--- config.mk ---
export PLATFORM = sky130hd
export DESIGN_NAME = pc_unit
export DESIGN_NICKNAME = d
export VERILOG_FILES = /design/src/rtl/pc_unit.sv
export SDC_FILE = /design/constraint.sdc
export NUM_CORES = 1
export LEC_CHECK = 0
export ABC_AREA = 1
export CORE_MARGIN = 10
export CORE_UTILIZATION = 42
export CTS_BUF_LIST = sky130_fd_sc_hd__clkbuf_8
export CTS_CLUSTER_DIAMETER = 60
export DETAILED_ROUTE_END_ITERATION = 12
export GPL_ROUTABILITY_DRIVEN = 0
export MAX_ROUTING_LAYER = met4
export PLACE_DENSITY = 0.82
export SETUP_SLACK_MARGIN = 0.02
export SLEW_MARGIN = 10
export SYNTH_ARGS = -nofsm -noshare
export SYNTH_HDL_FRONTEND = slang
export SYNTH_SLANG_ARGS = --single-unit
export TNS_END_PERCENT = 100
--- constraint.sdc ---
create_clock -name clk -period 1.7 [get_ports clk]
set_clock_uncertainty 0.05 [all_clocks]
set_input_delay 0.34 -clock clk [delete_from_list [all_inputs] [get_ports clk]]
set_output_delay 0.34 -clock clk [all_outputs]
set_load 0.01 [all_outputs]
--- src/rtl/pc_unit.sv ---
`default_nettype none
// ============================================================================
// Module      : pc_unit
// Description : Program-counter stage of the 16-bit MIPS datapath. It holds
//               the fetch PC and handles boot, stall, halt and wrong-path
//               flush toward IF/ID.
// Options     : PC_REDIRECT_CNT_EN adds a saturating count of accepted
//               redirects on port redirect_cnt.
// Revision    : 1.0 - initial release
// ============================================================================
module pc_unit #(
  parameter int               WIDTH    = 16,
  parameter logic [WIDTH-1:0] RESET_PC = '0,
  parameter logic [WIDTH-1:0] INC      = WIDTH'(1)
) (
  input  logic             clk,
  input  logic             rst_n,
  input  logic [WIDTH-1:0] next_pc,
  input  logic             redirect,
  input  logic             stall,
  input  logic             halt_req,
  input  logic             resume,
  output logic [WIDTH-1:0] pc,
  output logic [WIDTH-1:0] pc_plus_inc,
  output logic             fetch_valid,
  output logic             flush,
  output logic             halted
`ifdef PC_REDIRECT_CNT_EN
  ,
  output logic [15:0]      redirect_cnt
`endif
);

  localparam logic [1:0] c_st_boot  = 2'd0;
  localparam logic [1:0] c_st_run   = 2'd1;
  localparam logic [1:0] c_st_stall = 2'd2;
  localparam logic [1:0] c_st_halt  = 2'd3;

  logic [1:0]       r_state;
  logic [1:0]       w_state_nxt;
  logic [WIDTH-1:0] w_pc_nxt;
  logic             w_fetch_valid_nxt;
  logic             w_flush_nxt;
  logic             w_halted_nxt;
  logic             w_redirect_acc;

  assign pc_plus_inc = pc + INC;

  always_ff @(posedge clk or negedge rst_n) begin
    if (!rst_n) begin
      r_state <= c_st_boot;
    end else begin
      r_state <= w_state_nxt;
    end
  end

  // RUN and STALL share one decision: halt_req beats stall beats advance.
  always_comb begin
    w_state_nxt = r_state;
    case (r_state)
      c_st_boot: w_state_nxt = c_st_run;
      c_st_run, c_st_stall: begin
        if (halt_req) begin
          w_state_nxt = c_st_halt;
        end else if (stall) begin
          w_state_nxt = c_st_stall;
        end else begin
          w_state_nxt = c_st_run;
        end
      end
      c_st_halt: begin
        if (resume && !halt_req) begin
          w_state_nxt = c_st_run;
        end
      end
      default: w_state_nxt = c_st_boot;
    endcase
  end

  // Only an accepted advance ever loads next_pc, so BOOT/HALT never see it.
  always_comb begin
    w_pc_nxt          = pc;
    w_fetch_valid_nxt = 1'b0;
    w_flush_nxt       = 1'b0;
    w_halted_nxt      = halted;
    w_redirect_acc    = 1'b0;
    case (r_state)
      c_st_boot: begin
        w_fetch_valid_nxt = 1'b1;
        w_halted_nxt      = 1'b0;
      end
      c_st_run, c_st_stall: begin
        if (halt_req) begin
          w_halted_nxt = 1'b1;
        end else if (!stall) begin
          w_pc_nxt          = next_pc;
          w_fetch_valid_nxt = 1'b1;
          w_flush_nxt       = redirect;
          w_redirect_acc    = redirect;
        end
      end
      c_st_halt: begin
        w_halted_nxt = 1'b1;
        if (resume && !halt_req) begin
          w_halted_nxt      = 1'b0;
          w_fetch_valid_nxt = 1'b1;
        end
      end
      default: begin
        w_halted_nxt = 1'b0;
      end
    endcase
  end

  always_ff @(posedge clk or negedge rst_n) begin
    if (!rst_n) begin
      pc          <= RESET_PC;
      fetch_valid <= 1'b0;
      flush       <= 1'b0;
      halted      <= 1'b0;
    end else begin
      pc          <= w_pc_nxt;
      fetch_valid <= w_fetch_valid_nxt;
      flush       <= w_flush_nxt;
      halted      <= w_halted_nxt;
    end
  end

`ifdef PC_REDIRECT_CNT_EN
  logic [15:0] r_redirect_cnt;

  always_ff @(posedge clk or negedge rst_n) begin
    if (!rst_n) begin
      r_redirect_cnt <= 16'h0000;
    end else if (w_redirect_acc && (r_redirect_cnt != 16'hFFFF)) begin
      r_redirect_cnt <= r_redirect_cnt + 16'd1;
    end
  end

  assign redirect_cnt = r_redirect_cnt;
`else
  logic w_unused_redirect_acc;
  assign w_unused_redirect_acc = w_redirect_acc;
`endif

endmodule
`default_nettype wire
[Yosys cells after proc, flatten, opt, wreduce, memory -nomap -nowiden]
Cells that the tools add are included.
Word-level totals
  register bits after elaboration: 21
  bits of input ports: 22
  output and inout bits: 35
  logic and storage cells: 32
Cells by class
  add/subtract/negate cells: 1
  equal/unequal tests: 5
  mux-type cells: 14
  bitwise gates (word level): 2
  reduce and logical (&&, ||, !) cells: 5
Operators by type and width (count)
  16-bit by 1-bit adder with 16-bit output, second input constant: 1
  1-bit two-way mux: 8
  2-bit two-way mux: 3
  1-bit case mux with 3 select lines: 2
  2-bit case mux with 3 select lines: 1
  2-bit == test, second input constant: 2
  2-bit inequality test, second input constant: 2
  3-bit AND reduction: 1
  2-bit by 1-bit == test with 1-bit output, second input constant: 1
  2-bit logical NOT: 1
  1-bit NOT: 2
  2-bit OR reduction: 1
  1-bit logical AND: 1
  1-bit logical NOT: 1

[Logic depth before layout (Yosys ltp)]
Gate-level depths: netlist (run 1).
  depth in word-level cells: 4
  mapped depth: 7
  mapped depth without buffers: 7

[Least setup slack after synthesis (run 1)]
No wires, ideal clock.
  path kind: reg2out
  start: reg pc[1]
  end: out pc_plus_inc[6]
  arrival time: 1.168 ns
  data required time: 1.310 ns
  setup slack: 0.142 ns
  cell stages (with the launch flop): 5
  path buffers: 0
  cell sequence: dfrtp_1 -> ha_1 -> nand3_2 -> nor2_1 -> xor2_1
Between the ends
  word-level cells in the longest chain between the ends: 1
Ends and longest elaborated chain
  start: declaration: RTL line 23  | output logic [WIDTH-1:0] pc,
  start signal: assignment: RTL line 122  | pc <= w_pc_nxt;
  16-bit by 1-bit adder with 16-bit output: RTL line 47  | assign pc_plus_inc = pc + INC;
  end: declaration: RTL line 24  | output logic [WIDTH-1:0] pc_plus_inc,
Every way passes these cells.

[Worst setup path in the final report (run 1)]
  start: reg pc[11]
  end: out pc_plus_inc[12]
Same word-level chain as after synthesis.

==> results of run 1 <==
==> cell families (layout without fill, tap and decap cells) <==
group / Yosys count / in the layout / share of synthesized area
xor gates and xnor gates: 7 / 7 / 0.0507
buffers and inverters: 17 / 119 / 0.0610
and+or+nand+nor: 97 / 97 / 0.361
AOI/OAI and AO/OA: 15 / 15 / 0.0620
adders and majority gates: 3 / 3 / 0.0310
DFF: 21 / 21 / 0.434
==> layer usage <==
layer	vias to the layer above	global-route usage	part of all wire
met3	12	0.0458	0.058
met5	-	-	0
met1	738	0.184	0.37
met2	62	0.320	0.54
li1	713	-	-
met4	0	0.114	0.025
==> cells in the final DEF (no fill, tap or decap) <==
| master | Yosys | layout |
|---|---|---|
| clkbuf_2 | 0 | 2 |
| nand3_2 | 1 | 2 |
| ha_4 | 0 | 1 |
| nand2_1 | 49 | 42 |
| nand3b_1 | 3 | 3 |
| buf_2 | 2 | 12 |
| nand2_4 | 1 | 5 |
| nand4_1 | 3 | 3 |
| xnor2_1 | 3 | 1 |
| clkdlybuf4s50_1 | 0 | 25 |
| nor2_2 | 1 | 5 |
| nand3_4 | 0 | 2 |
| inv_4 | 0 | 3 |
| ha_1 | 3 | 2 |
| xnor2_2 | 0 | 2 |
| clkbuf_8 | 0 | 3 |
| o21ai_1 | 1 | 1 |
| dfrtp_1 | 21 | 18 |
| nor2_4 | 2 | 7 |
| nand2_2 | 2 | 5 |
| buf_6 | 1 | 12 |
| xor2_1 | 4 | 4 |
| o21ai_0 | 5 | 3 |
| buf_4 | 0 | 35 |
| nor2_1 | 21 | 12 |
| dlygate4sd2_1 | 0 | 13 |
| dfrtp_2 | 0 | 3 |
| a21oi_1 | 9 | 9 |
| inv_1 | 14 | 12 |
| dlymetal6s2s_1 | 0 | 2 |
| o21ai_2 | 0 | 2 |
| nand3_1 | 14 | 11 |
==> metrics by stage <==
| step | instance area (um^2) | TNS [ns] |
|---|---|---|
| 2_1_floorplan | 1210 | 0 |
| 3_3_place_gp | 2020 | -2.45 |
| 3_5_place_dp | 2020 | -3.15 |
| 4_1_cts | 2160 | -1.46 |
| 5_1_grt | 2290 | -2.96 |
| 6_report | 2290 | -1.91 |
==> power by group through the flow <==
stage               Clock [W]  Sequential, W  Combinational, W
floorplan                   0        0.00104          0.000847
global placement            0       0.000904           0.00242
detailed placement          0       0.000925           0.00249
CTS                  0.000333       0.000934           0.00249
global route         0.000352        0.00101           0.00295
finish               0.000335       0.000983           0.00273
==> state kept, by name (all words and copies together), names as in the netlist <==
register and count:
r_state 2, pc 16, halted 1, flush 1
fetch_valid 1
==> how the worst max path moves through the flow <==
| stage | from | endpoint | slack (ns) | cells past startpoint |
|---|---|---|---|---|
| final | pc[11]$_DFFE_PN0P_ | pc_plus_inc[12] | -0.19 | 6 |
| after detailed placement | pc[0]$_DFFE_PN0P_ | pc_plus_inc[10] | -0.32 | 8 |
| after CTS | pc[1]$_DFFE_PN0P_ | pc_plus_inc[10] | -0.16 | 8 |
| after global placement | pc[0]$_DFFE_PN0P_ | pc_plus_inc[10] | -0.24 | 8 |
| after global routing | pc[0]$_DFFE_PN0P_ | pc_plus_inc[14] | -0.30 | 6 |
| after floorplan | pc[1]$_DFFE_PN0P_ | pc_plus_inc[6] | 0.14 | 4 |
==> Yosys cell counts <==
cell type  number  area, um^2
buf_6           1        11.3
a21oi_1         9        45.0
xor2_1          4        35.0
nor2_2          1        6.26
nand3_1        14        70.1
nand3_2         1        10.0
o21ai_0         5        25.0
nor2_1         21        78.8
dfrtp_1        21         526
o21ai_1         1        5.00
nand3b_1        3        22.5
ha_1            3        37.5
buf_2           2        10.0
inv_1          14        52.6
nand4_1         3        18.8
nand2_1        49         184
nor2_4          2        22.5
nand2_4         1        11.3
nand2_2         2        12.5
xnor2_1         3        26.3
==> worst max-delay path, delay by kind of cell (launching register included) <==
family / cells / cell delay, ns
and+or+nand+nor: 5 / 0.63
DFF: 1 / 0.47
buffers and inverters: 1 / 0.14
==> timing repair <==
action,CTS,global route
hold buffers,0,0
buffers inserted,9,5
pin swaps,17,13
endpoints found under the setup margin,29,17
gates resized for setup,103,34
==> cell type report <==
type	count	area, um^2	share of cell area
timing repair buffer	101	857	0.374
clock inverter	1	3.75	0.00164
clock buffer	3	41.3	0.0180
sequential	21	529	0.231
multi-input combinational	122	761	0.332
tap	31	38.8	0.0169
inverter	14	60.1	0.0262
==> results.cfg, run 1 <==
[routing]
dr_total_vias = 1525
vias_per_cell = 5.20
first_pass_iters = 4
routedWlPerCell_um = 17.6
drc = 0
drt_iter0_markers = 92
drt-total-wl_mm = 5.15
drtAntennaViolNets = 0

[global_route]
grt.total_usage = 0.186
first_global_vias = 1671
grt_max_degree = 27
grt_overflow = 0
antenna_found_initial = 0
grt_first_pass_wirelength_mm = 7.80

[pwr]
powerDensity_nw_per_um2 = 1760
leakage_nw = 1.19
p_int_w = 0.00225
p_sw_w = 0.00179
ir_worst_vdd_uv = 1360
switching_share = 0.443
p_comb_frac = 0.674
power.total_w = 0.00404
pwr-share-seq = 0.243
power_frac_clock = 0.083

[die]
ios = 57
die_area_um2 = 5430
chipHeight_um = 73.7
start_util = 0.439
placementRows = 19
dieWidth_um = 73.7
core_um2 = 2760

[critical_path]
r2r_slack_ns = 0.17
reg2regPathDepth = 5
required_ns = 1.31
cp_cell_sequence = nand2_1 -> nor2_2 -> nand3_1 -> nand2_1 -> nand2_1 -> buf_2
cp.arrival_ns = 1.50
r2r_end = pc[9]$_DFFE_PN0P_
start_kind = register
cpMostUsedCell = nand2_1
crit_type = reg2out
crit_slowest_cell = dfrtp_1
slowest_delay_ns = 0.47
crit_path_end_kind = primary output
crit_fanout = 5
reg2reg_from = r_state[0]$_DFFE_PN0P_

[logic_synthesis]
ys_seq_area_frac = 0.434
syn_area_um2 = 1210
syn_area_per_cell_um2 = 7.56
syn_inst = 160
yosys_register_bits = 21
ys_types = 20
yosysWarnings = 0
synth_fp_nets = 185

[layout]
nFillCells = 160
nets = 288
final_util = 0.831
fin_cells = 293
n_antenna_cell = 0
syn_to_final_growth_pct = 89.3
drive_gt1_frac = 0.385

[clock_network]
cts_buffers = 3
cts.sink_count = 21
root_buffer = clkbuf_8
cts_tree = yes
clkLatencyLatePin_ns = 0.27
htreeDepth = 1
ctsLongestPathBuffers = 2
clk_pin_slew_ns = 0.08

[timing]
period_share = 1.11
fin_ws_ns = -0.187
report.final.hold_viol_count = 0
max-slew-margin-rel = 0.811
worst_pin_slew_ns = 0.283
setup_viol = 13
rsz0062_at_grt = yes
slew_violations = 0
fin_crit_ns = 1.89
holdWs_ns = 0.362
max_freq_mhz = 530

[min_path]
hold_class = in2async

[status]
violations = negative setup slack
status = finished, violations left

[place]
pre_cts_ws_ns = -0.316
hpwl_mm = 3.18
placed_cells = 275
io_buffers = 56

[flow_run]
cap_violations = 0
Power figures use the tool's default switching activity.
==> run 2, diff against run 1 <==
CORE_UTILIZATION = 60   (was 42)
DONT_BUFFER_PORTS = 1   (was not set)
PLACE_DENSITY = 0.76   (was 0.82)
==> run 2 against run 1 <==
The run still ends with negative setup slack left. Non-clock buffer count down 89. Fmax up 5.8%. Via count down 28%. Hold slack worse by 0.23 ns. Global-route usage down 3.1 points. Critical path type unchanged.
==> results.cfg, run 2 (synthesized netlist as in run 1, its figures left out) <==
[critical_path]
crit_type = reg2out
start_kind = register
cp_cell_sequence = buf_4 -> ha_4 -> nand3_4 -> nor2_4 -> nand4_1 -> nand2_2
crit_fanout = 3
cp.arrival_ns = 1.39
crit_slowest_cell = dfrtp_1
slowest_delay_ns = 0.36
crit_path_end_kind = primary output
required_ns = 1.31

[timing]
setup_viol = 10
slew_violations = 0
max-slew-margin-rel = 0.370
fin_ws_ns = -0.0834
fin_crit_ns = 1.78
finalSetupTns_ns = -0.485
report.final.hold_viol_count = 0
rsz0062_at_grt = yes
worst_pin_slew_ns = 0.942
max_freq_mhz = 561
period_share = 1.05

[global_route]
grt_max_degree = 27
antenna_found_initial = 0
grt_overflow = 0
first_global_vias = 1076
grt_first_pass_wirelength_mm = 5.06
grt.total_usage = 0.156

[place]
placed_cells = 193
io_buffers = 0
hpwl_mm = 2.51

[layout]
largest_reg_flops = 16
syn_to_final_growth_pct = 24.2
final_common_cell = nand2_1
final_util = 0.774
n_antenna_cell = 0
largestRegisters = pc (16), r_state (2)
nets = 199
top_register = pc
drive_gt1_frac = 0.301
fin_cells = 200
layout_common_cells = nand2_1, nor2_1, dfrtp_1

[pwr]
leakage_nw = 0.733
ir_worst_vdd_uv = 1300
power.total_w = 0.00289
powerDensity_nw_per_um2 = 1920

[clock_network]
htreeDepth = 1
clk_pin_slew_ns = 0.08
ctsLongestPathBuffers = 2
clkLatencyLatePin_ns = 0.25
cts_buffers = 3
cts.sink_count = 21
cts_tree = yes
root_buffer = clkbuf_8

[die]
placementRows = 16
dieWidth_um = 64.9
start_util = 0.623
core_um2 = 1940
chipHeight_um = 64.9
ios = 57
die_area_um2 = 4210

[status]
status = finished, violations left
violations = negative setup slack

[routing]
first_pass_iters = 4
drtAntennaViolNets = 0
vias_per_cell = 5.51
routedWlPerCell_um = 16.7
drt-total-wl_mm = 3.33
dr_total_vias = 1102
drc = 0
drt_iter0_markers = 68

[min_path]
hold_class = in2reg

[flow_run]
cap_violations = 0
[run 2: cell types whose count changed in the layout (fill, tap and decap cells not counted), moves of 5 or more]
cell             previous run  this run
buf_2                      12         0
nand2_2                     5        10
buf_4                      35        11
clkdlybuf4s50_1            25         0
buf_6                      12         0
dlygate4sd2_1              13         0
[run 2: power breakdown]
group          internal, W  switching (W)  total [W]
Clock             0.000161       0.000159   0.000319
Sequential        0.000739       0.000362    0.00110
Combinational     0.000565       0.000899    0.00146
[run 2: final cells by class]
type,count,area [um^2]
clock buffer,3,41.3
clock inverter,1,3.75
fill,153,439
inverter,14,55.1
multi-input combinational,122,742
sequential,21,534
tap,27,33.8
timing repair buffer,12,92.6
[run 2: path summary, 6_finish.rpt]
kind / depth (start not counted) / to / slack, ns / startpoint
max in group asynchronous: 1 / pc[9]$_DFFE_PN0P_ / 0.34 / rst_n
min in group asynchronous: 1 / pc[0]$_DFFE_PN0P_ / 0.62 / rst_n
max: 6 / pc_plus_inc[14] / -0.08 / pc[1]$_DFFE_PN0P_
max reg2reg: 6 / r_state[0]$_DFFE_PN0P_ / 0.32 / r_state[0]$_DFFE_PN0P_
min reg2reg: 2 / r_state[1]$_DFFE_PN0P_ / 0.54 / r_state[1]$_DFFE_PN0P_
min: 2 / flush$_DFF_PN0_ / 0.13 / redirect
[run 2: routing by layer]
layer	track usage	routed length, um	part of all wire
met1	0.168	1290	0.39
met2	0.260	1740	0.52
met3	0.0498	274	0.082
met4	0.0615	23	0.0069
met5	-	0	0
[run 2: timing repair]
item,4_1_cts,5_1_grt
hold buffers,1,0
setup endpoints to repair,12,14
resized for setup,26,15
hold endpoints to repair,21,0
buffers inserted,2,0
pin swaps,5,1
[run 2: stage by stage]
step,setup WS [ns],hold slack (ns),instance area (um^2)
floorplan,0.142,-0.00559,1210
global placement,0.159,-0.00502,1290
detailed placement,0.0844,-0.00499,1290
CTS,-0.0739,0.130,1460
global route,-0.168,0.138,1500
finish,-0.0834,0.130,1500
[run 2: critical path, delay by kind of cell, from the launching register on]
kind,cells,cell delay [ns]
adder cells (fa/ha/maj),1,0.14
flip-flops,1,0.36
buffers and inverters,1,0.12
AND/OR/NAND/NOR,4,0.52
==> run 3, diff against run 2 <==
ABC_AREA = not set   (was 1)
==> run 3 against run 2 <==
The run now fails in clock tree synthesis. Synthesized cell count shrank 38%. Synthesized area shrank 4.1%.
==> results.cfg, run 3 <==
[logic_synthesis]
synth_top_area_cell = dfrtp_1
synth_common_cells = dfrtp_1, xor2_1, mux2_1, mux2_2, inv_1
syn_inst = 99
synth_ff_type = dfrtp_1
syn_area_um2 = 1160
yosys_register_bits = 21
synth_top_cell_area_share = 0.453
ys_async_sr_fraction = 1.00
synth_fp_nets = 124
yosysWarnings = 0
syn_area_per_cell_um2 = 11.7
ys_seq_area_frac = 0.453
yosysMostFrequentCell = dfrtp_1
synth_area_leaders = dfrtp_1, mux2_1, mux2_2
ys_types = 25
synth_edf_count = 0

[die]
chipHeight_um = 64.0
start_util = 0.651
placementRows = 15
dieWidth_um = 64.0
ios = 57

[status]
haltStage = clock tree synthesis
tool.error = [ERROR DPL-0033] detailed placement checks failed during check placement.
status = stopped before the end

[clock_network]
cts_setup_buffers = 8
ctsLongestPathBuffers = 2
post_cts_resized = 53
cts.hold.buffers_added = 1
root_buffer = clkbuf_8
cts_buffers = 3
cts.sink_count = 21
htreeDepth = 1

[place]
pre_cts_ws_ns = -0.00729
placed_cells = 140
hpwl_mm = 2.35
io_buffers = 0
## run 3: through the flow
stage          setup TNS (ns)  area [um^2]  utilization  hold slack [ns]
3_3_place_gp                0         1330        0.745         -0.00494
3_5_place_dp         -0.00951         1330        0.745         -0.00508
2_1_floorplan               0         1180            -         -0.00559
## run 3: cells by family after synthesis
group | Yosys count | synth area share
AOI/OAI and AO/OA | 5 | 0.0367
xor gates and xnor gates | 14 | 0.106
adders and majority gates | 3 | 0.0324
buffers and inverters | 8 | 0.0388
DFF | 21 | 0.453
muxes | 16 | 0.155
and+or+nand+nor | 32 | 0.178
==> run 4, diff against run 3 <==
CORE_AREA = 10 10 71 73   (was not set)
CORE_MARGIN = not set   (was 10)
CORE_UTILIZATION = not set   (was 60)
CTS_BUF_LIST = not set   (was sky130_fd_sc_hd__clkbuf_8)
CTS_CLUSTER_DIAMETER = not set   (was 60)
DIE_AREA = 0 0 81 83   (was not set)
MAX_ROUTING_LAYER = not set   (was met4)
PLACE_DENSITY = not set   (was 0.76)
PLACE_DENSITY_LB_ADDON = 0.15   (was not set)
SETUP_SLACK_MARGIN = not set   (was 0.02)
==> run 4 against run 3 <==
The flow now finishes, with violations (negative setup slack). Synthesized cell count unchanged. Synthesized area unchanged.
==> results.cfg, run 4 <==
[logic_synthesis]
yosysMostFrequentCell = dfrtp_1
syn_inst = 99
synth_edf_count = 0
synth_top_area_cell = dfrtp_1
synth_ff_type = dfrtp_1
ys_seq_area_frac = 0.453
synth_area_leaders = dfrtp_1, mux2_1, mux2_2
ys_async_sr_fraction = 1.00
ys_types = 25
syn_area_per_cell_um2 = 11.7
yosysWarnings = 0
synth_common_cells = dfrtp_1, xor2_1, mux2_1, mux2_2, inv_1
synth_top_cell_area_share = 0.453
yosys_register_bits = 21
syn_area_um2 = 1160
synth_fp_nets = 124

[timing]
worst_pin_slew_ns = 0.970
report.final.hold_viol_count = 0
rsz0062_at_grt = yes
finalSetupTns_ns = -1.33
holdWs_ns = 0.158
setup_viol = 23
period_share = 1.13
max-slew-margin-rel = 0.351
max_freq_mhz = 522
slew_violations = 0
fin_ws_ns = -0.216
fin_crit_ns = 1.92

[layout]
drive_gt1_frac = 0.708
n_antenna_cell = 0
nFillCells = 305
largestRegisters = pc (16), r_state (2)
final_common_cell = buf_4
nets = 170
final_util = 0.558
top_register = pc
design_area_um2 = 2030
syn_to_final_growth_pct = 74.8
largest_reg_flops = 16
layout_common_cells = buf_4, mux2_4, dfrtp_1

[place]
postPlaceCellArea_um2 = 1410
io_buffers = 0
hpwl_mm = 2.59

[routing]
routedWlPerCell_um = 19.8
first_pass_iters = 2
drtAntennaViolNets = 0
drc = 0
dr_total_vias = 927
drt-total-wl_mm = 3.80
vias_per_cell = 4.83
drt_iter0_markers = 31

[critical_path]
crit_fanout = 5
cp_cell_sequence = ha_4 -> nand2_8 -> nor4_4 -> xor2_2
crit_path_end_kind = primary output
crit_type = reg2out
crit_slowest_cell = dfrtp_2
cp.arrival_ns = 1.53
slowest_delay_ns = 0.44
start_kind = register
required_ns = 1.31

[global_route]
grt_overflow = 0
grt_max_degree = 22
grt_first_pass_wirelength_mm = 5.81
grt.total_usage = 0.108
first_global_vias = 1062
antenna_found_initial = 0

[status]
violations = negative setup slack
status = finished, violations left

[flow_run]
cap_violations = 0

[die]
ios = 57
die_area_um2 = 6720
dieWidth_um = 81
chipHeight_um = 83
placementRows = 22
core_um2 = 3630
start_util = 0.319

[clock_network]
ctsLongestPathBuffers = 2
clk_pin_slew_ns = 0.08
cts.sink_count = 21
cts_buffers = 3
clkLatencyLatePin_ns = 0.25
root_buffer = clkbuf_8
htreeDepth = 1
cts_tree = yes

[pwr]
powerDensity_nw_per_um2 = 2000
power.total_w = 0.00406
ir_worst_vdd_uv = 898
leakage_nw = 0.912

[min_path]
hold_class = in2reg
-- run 4: worst paths after layout --
| kind | end | cells past startpoint | slack [ns] | from |
|---|---|---|---|---|
| min in group asynchronous | pc[3]$_DFFE_PN0P_ | 1 | 0.63 | rst_n |
| min reg2reg | halted$_DFFE_PN0P_ | 2 | 0.51 | halted$_DFFE_PN0P_ |
| max | pc_plus_inc[14] | 4 | -0.22 | pc[1]$_DFFE_PN0P_ |
| min | flush$_DFF_PN0_ | 1 | 0.16 | redirect |
| max in group asynchronous | pc[12]$_DFFE_PN0P_ | 1 | 0.31 | rst_n |
| max reg2reg | pc[4]$_DFFE_PN0P_ | 7 | -0.02 | r_state[0]$_DFFE_PN0P_ |
-- run 4: kinds of logic after synthesis --
kind of cell    Yosys count  share of synthesized area
fa+ha+maj                 3                     0.0324
mux                      16                      0.155
compound gates            5                     0.0367
xor+xnor                 14                      0.106
buf+inv                   8                     0.0388
simple gates             32                      0.178
flops                    21                      0.453
-- run 4: area by class of cell --
cell class              count  area [um^2]  area share
clock buffers               3         41.3      0.0204
clock inverters             1         5.00     0.00247
repair buffers             42          394       0.194
multi-input cells          71          971       0.479
flip-flops and latches     21          533       0.263
inverters                   6         22.5      0.0111
well taps                  48         60.1      0.0296
-- run 4: per-layer routing --
metal  track usage  part of all wire  routed length, um
met1         0.122              0.36               1370
met2         0.177              0.52               1990
met3        0.0528              0.11                412
met4        0.0235            0.0053                 20
met5             0                 0                  0
-- run 4: timing repair --
item / CTS / global route
setup buffers: 11 / 10
endpoints found under the setup margin: 29 / 29
gates cloned: 2 / 0
resized for setup: 42 / 32
pin swaps: 16 / 23
hold endpoints to repair: 21 / 0
hold buffers: 1 / 0
-- run 4: metrics by stage --
step,instances,worst slack (ns)
final,192,-0.216
after global routing,192,-0.294
after CTS,183,-0.196
after detailed placement,166,-0.0180
after global placement,166,0.0231
after floorplan,99,0.00256
-- run 4: critical path: cells and delay by family (launching register included) --
kind / cells / cell delay [ns]
flip-flops: 1 / 0.44
AND/OR/NAND/NOR: 2 / 0.42
XOR/XNOR: 1 / 0.22
adder cells (fa/ha/maj): 1 / 0.19
-- run 4: report_power, final --
part	internal, W	switching [W]
Clock	0.000163	0.000167
Sequential	0.000758	0.000314
Combinational	0.00139	0.00127
